<file path="src/rtl/spram_arbiter_pkg.sv">
// Shared helpers for the spram arbiter slice.
package spram_arbiter_pkg;

  // Index width for a pointer over n requesters; never narrower than one bit.
  function automatic int unsigned ptr_width(input int unsigned n);
    return (n > 1) ? $clog2(n) : 1;
  endfunction

endpackage

</file>
<file path="src/rtl/spram_arbiter_rr_arbiter.sv">
// Round-robin arbiter: combinational one-hot grant searched from last_grant+1,
// pointer moves to the granted index at each advancing edge.
module rr_arbiter
  import spram_arbiter_pkg::*;
#(
  parameter int unsigned N = 4,
  localparam int unsigned PW = ptr_width(N)
) (
  input  logic          clk,
  input  logic          reset,
  input  logic [N-1:0]  req,
  input  logic          advance,
  output logic [N-1:0]  grant,
  output logic [PW-1:0] grant_idx
);

  logic [PW-1:0] last_grant;
  logic [PW-1:0] cand;
  logic          found;

  always_comb begin
    grant     = '0;
    grant_idx = '0;
    found     = 1'b0;
    cand      = '0;
    for (int unsigned k = 1; k <= N; k++) begin
      cand = PW'((32'(last_grant) + k) % N);
      if (!found && req[cand]) begin
        found       = 1'b1;
        grant[cand] = 1'b1;
        grant_idx   = cand;
      end
    end
  end

  // Reset points at the last requester so requester 0 is searched first.
  always_ff @(posedge clk) begin
    if (reset) begin
      last_grant <= PW'(N - 1);
    end else if (advance && found) begin
      last_grant <= grant_idx;
    end
  end

endmodule

</file>
<file path="src/rtl/spram_arbiter.sv">
// Shares one single-port RAM (1-cycle registered read) among NUM_REQ requesters
// with round-robin arbitration and one-hot tagged read responses.
module spram_arbiter
  import spram_arbiter_pkg::*;
#(
  parameter int unsigned NUM_REQ   = 4,
  parameter int unsigned AWIDTH    = 10,
  parameter int unsigned NUM_WORDS = 1024,
  parameter int unsigned DWIDTH    = 32
) (
  input  logic                      clk,
  input  logic                      reset,
  input  logic [NUM_REQ-1:0]        req_valid,
  input  logic [NUM_REQ-1:0]        req_wren,
  input  logic [NUM_REQ*AWIDTH-1:0] req_addr,
  input  logic [NUM_REQ*DWIDTH-1:0] req_data,
  output logic [NUM_REQ-1:0]        req_ready,
  output logic [NUM_REQ-1:0]        rsp_valid,
  output logic [DWIDTH-1:0]         rsp_data,
  output logic [AWIDTH-1:0]         ram_address,
  output logic                      ram_wren,
  output logic [DWIDTH-1:0]         ram_data,
  input  logic [DWIDTH-1:0]         ram_out
);

  localparam int unsigned PW = ptr_width(NUM_REQ);

  logic [NUM_REQ-1:0] grant;
  logic [PW-1:0]      grant_idx;
  logic [NUM_REQ-1:0] pending;

  rr_arbiter #(.N(NUM_REQ)) u_rr (
    .clk       (clk),
    .reset     (reset),
    .req       (req_valid),
    .advance   (!reset),
    .grant     (grant),
    .grant_idx (grant_idx)
  );

  // Grant and RAM drive are gated by reset so nothing is written while held.
  always_comb begin
    req_ready   = '0;
    ram_address = '0;
    ram_data    = '0;
    ram_wren    = 1'b0;
    if (!reset && (|grant)) begin
      req_ready   = grant;
      ram_address = req_addr[32'(grant_idx)*AWIDTH +: AWIDTH];
      ram_data    = req_data[32'(grant_idx)*DWIDTH +: DWIDTH];
      ram_wren    = req_wren[grant_idx];
    end
  end

  always_ff @(posedge clk) begin
    if (reset) begin
      pending <= '0;
    end else begin
      pending <= req_ready & ~req_wren;
    end
  end

  assign rsp_valid = reset ? '0 : pending;
  assign rsp_data  = ram_out;

  a_addr_in_range: assert property (@(posedge clk) disable iff (reset)
    !ram_wren || (32'(ram_address) < NUM_WORDS));

endmodule

</file>
<file path="config.mk">
export PLATFORM = sky130hd
export DESIGN_NAME = spram_arbiter
export DESIGN_NICKNAME = d
export VERILOG_FILES = /design/src/rtl/spram_arbiter_pkg.sv /design/src/rtl/spram_arbiter_rr_arbiter.sv /design/src/rtl/spram_arbiter.sv
export SDC_FILE = /design/constraint.sdc
export NUM_CORES = 1
export LEC_CHECK = 0
export CAP_MARGIN = 20
export CORE_AREA = 2 2 112 114
export DETAILED_ROUTE_END_ITERATION = 8
export DIE_AREA = 0 0 114 116
export GPL_TIMING_DRIVEN = 0
export PLACE_DENSITY_LB_ADDON = 0.25
export SYNTH_ARGS = -nofsm -noshare
export SYNTH_HDL_FRONTEND = slang
export SYNTH_SLANG_ARGS = --single-unit
</file>
<file path="constraint.sdc">
create_clock -name clk -period 6 [get_ports clk]
set_input_delay 0.9 -clock clk [delete_from_list [all_inputs] [get_ports clk]]
set_output_delay 0.9 -clock clk [all_outputs]
set_load 0.05 [all_outputs]
</file>
==> summary.txt <==
Route
  – DRC: 0
  – Vias per inst: 4.83
  – Drt pass-1 iters: 4
  – ANT nets after route: 0
  – Drt wl/cell: 18.5 um
  – Final wirelength: 13.7 mm
  – Via Count: 3558
  – Initial DRC Count: 125

Run status
  – Outcome: finished, final reports clean

Setup path
  – CP required: 5.10 ns
  – Top delay family on crit path: buffers and inverters
  – Slowest cell delay on critical path: 0.86 ns
  – WS Path Type: flip-flop to output port
  – Worst path cell trace: buf_4, clkbuf_1, inv_1, ha_1, buf_2, mux4_2, nor3b_4, and2b_1, o31ai_4, clkbuf_2, a21oi_1, a221oi_2, clkdlybuf4s50_1
  – CP max FO: 10
  – Worst setup EP type: output port
  – Startpoint Class: flip-flop
  – Worst endpoint data arrival time: 4.74 ns
  – CP Depth: 13
  – R2R cell count: 12
  – Crit path buffers/inverters: 6
  – Critical path's slowest cell: clkdlybuf4s50_1

Clock network
  – Clk buf depth: 2
  – Skew-Pair Late Insertion Delay: 0.22 ns
  – H-tree depth: 1
  – Post-CTS Hold Buffers: 0
  – CTS Buf Count: 3
  – Clock transition at the registers of the reported paths: 0.03 ns
  – # Post-CTS Setup Buffers: 0
  – Clk sinks: 6
  – CTS tree: yes
  – CTS root buffer: clkbuf_16

Die
  – DIE WIDTH: 114 um
  – Rows: 40
  – Die Area: 13200 sq um
  – Placeable Area: 11900 sq um
  – Die Ht: 116 um
  – I/O pin cnt: 293
  – Starting density of the core: 0.216

Cells and area
  – Share of cells above drive strength 1: 0.181
  – Antenna Cells: 0
  – Area grow syn2layout: 111%
  – Final net count: 810
  – Fin cells: 737
  – Design Area, Final: 5440 sq um

Place
  – Pre-CTS setup slack: 0.369 ns
  – Final Wtd Congestion: 0.824
  – Post-DP Area: 5360 sq um
  – PortBufs: 259
  – Hpwl dp: 11.3 mm
  – Dpl cells: 734

Synthesis
  – Syn_nets: 546
  – Register area share after synthesis: 0.0466
  – Netlist Area Pre-Place: 2580 sq um
  – Netlist cell types: 41
  – Cells after synthesis: 328
  – Avg Cell Area, Syn: 7.86 sq um
  – Syn. warnings: 0
  – Count of state elements after synthesis: 6

Global route
  – Largest net degree at the start of global routing: 11
  – First-pass GRT wire length: 19.2 mm
  – Vias in the first global route: 3474
  – Grt met2 use: 0.331
  – GR Util met1: 0.236
  – Initial antenna violation count: 0
  – Overall routing resource usage: 0.182
  – GRT overflow: 0
  – GR peak layer: met2
  – Met3 Use GR: 0.0183

STA
  – Worst setup margin: 0.361 ns
  – Worst rel slew slack: 0.441
  – RSZ-0062 raised after global routing: false
  – Final Hold Fails: 0
  – Least-Margin Pin Slew: 0.829 ns
  – Clock Skew: 0.000618 ns
  – Fin. max-slew vios: 0
  – Final min period: 5.64 ns
  – Fmax: 0.177 GHz
  – Setup Total Neg Slack: 0 ns
  – Final Cycle Share: 0.940
  – # setup viols final: 0

Power and ir drop
  – Max VDD drop: 0.260 mV
  – Leak pwr: 2.18 nW
  – Pwr dens: 644 nW/um^2

Worst hold path
  – Hold Path Depth: 3
  – Worst min-delay path class: flip-flop to flip-flop

Flow run
  – Maxcap violations: 0
-- registers in the layout (all words and copies together) (netlist names) --
register         cells
pending              4
u_rr.last_grant      2
-- worst paths after layout --
check                          start                 end  slack [ns]
setup / recovery  u_rr.last_grant[0]        ram_data[13]        0.36
hold / removal    u_rr.last_grant[1]  u_rr.last_grant[1]        0.80
setup reg to reg  u_rr.last_grant[0]          pending[2]        2.34
hold reg to reg   u_rr.last_grant[1]  u_rr.last_grant[1]        0.80
-- cells by family after synthesis --
family          after synthesis  synth area share
buf+inv                      72             0.180
fa+ha+maj                     8            0.0388
flops                         6            0.0466
simple gates                 81             0.146
compound gates              115             0.395
mux                          46             0.193
-- per-stage QoR --
stage / util / total power, W / hold slack [ns]
final: 0.457 / 0.00351 / 0.805
after global routing: 0.457 / 0.00371 / 0.858
after CTS: 0.456 / 0.00354 / 0.807
after detailed placement: 0.450 / 0.00342 / 0.800
after global placement: 0.450 / 0.00338 / 0.789
after floorplan: - / 0.00239 / 0.679
-- cells in the final DEF, fill, tap and decap left out, drive strengths merged, types with 5 or more instances in the layout --
master         Yosys  layout
ha                 8       8
a21oi             49      49
dfxtp              6       6
clkdlybuf4s50      0     255
a221oi            45      45
nand2             55      55
nor2b              7       7
nor2               5       5
o21ai              5       5
clkbuf             8      11
buf               60      60
mux2i             43      43
-- synth_stat cells (all sizes together) --
master   number  area, sq um
mux4          3         67.6
dfxtp         6          120
nand2        55          206
inv           4         15.0
ha            8          100
a41o          1         10.0
nor4          1         6.26
a21bo         1         10.0
a21boi        2         18.8
nor2b         7         43.8
a31oi         1         6.26
o2111ai       1         8.76
o41ai         1         16.3
clkbuf        8         31.3
a211oi        1         7.51
o31ai         2         28.8
and3b         3         26.3
a21oi        49          245
and2b         1         7.51
o21ai         5         28.8
o41a          1         11.3
nor3          3         15.0
a311oi        1         8.76
a22o          2         18.8
buf          60          419
a2111oi       1         8.76
nor3b         3         33.8
nand2b        3         18.8
nor2          5         18.8
a221oi       45          582
mux2i        43          430
o32ai         1         8.76
-- metal layers --
layer	vias up	part of all wire	routed length, um
li1	1734	-	-
met1	1658	0.42	5700
met2	156	0.51	7030
met3	10	0.055	756
met4	0	0.012	165
met5	-	0	0
-- final cells by class --
type | count | area, sq um
plain buffers | 68 | 454
clock buffers | 3 | 75.1
multi-input cells | 250 | 1990
well taps | 147 | 184
flip-flops and latches | 6 | 120
repair buffers | 259 | 2600
inverters | 4 | 15.0
fillers | 1159 | 6470
-- worst reg2reg max path: cells and delay by family, from the launching register on --
family	cells	cell delay, ns
DFF	1	0.44
buffers and inverters	5	1.15
adders and majority gates	1	0.31
and+or+nand+nor	2	0.27
muxes	1	0.54
AOI/OAI and AO/OA	3	0.85
-- what timing repair did --
item                                    4_1_cts  5_1_grt
endpoints found under the setup margin        0       31
endpoints found under the hold margin         0        0
resized for setup                             0       10
-- power by group --
part           internal [W]  switching, W  leakage (nW)
Clock             0.0000854     0.0000211        0.0370
Sequential        0.0000523     0.0000119        0.0492
Combinational       0.00117       0.00217          2.10
Power figures use the tool's default switching activity.
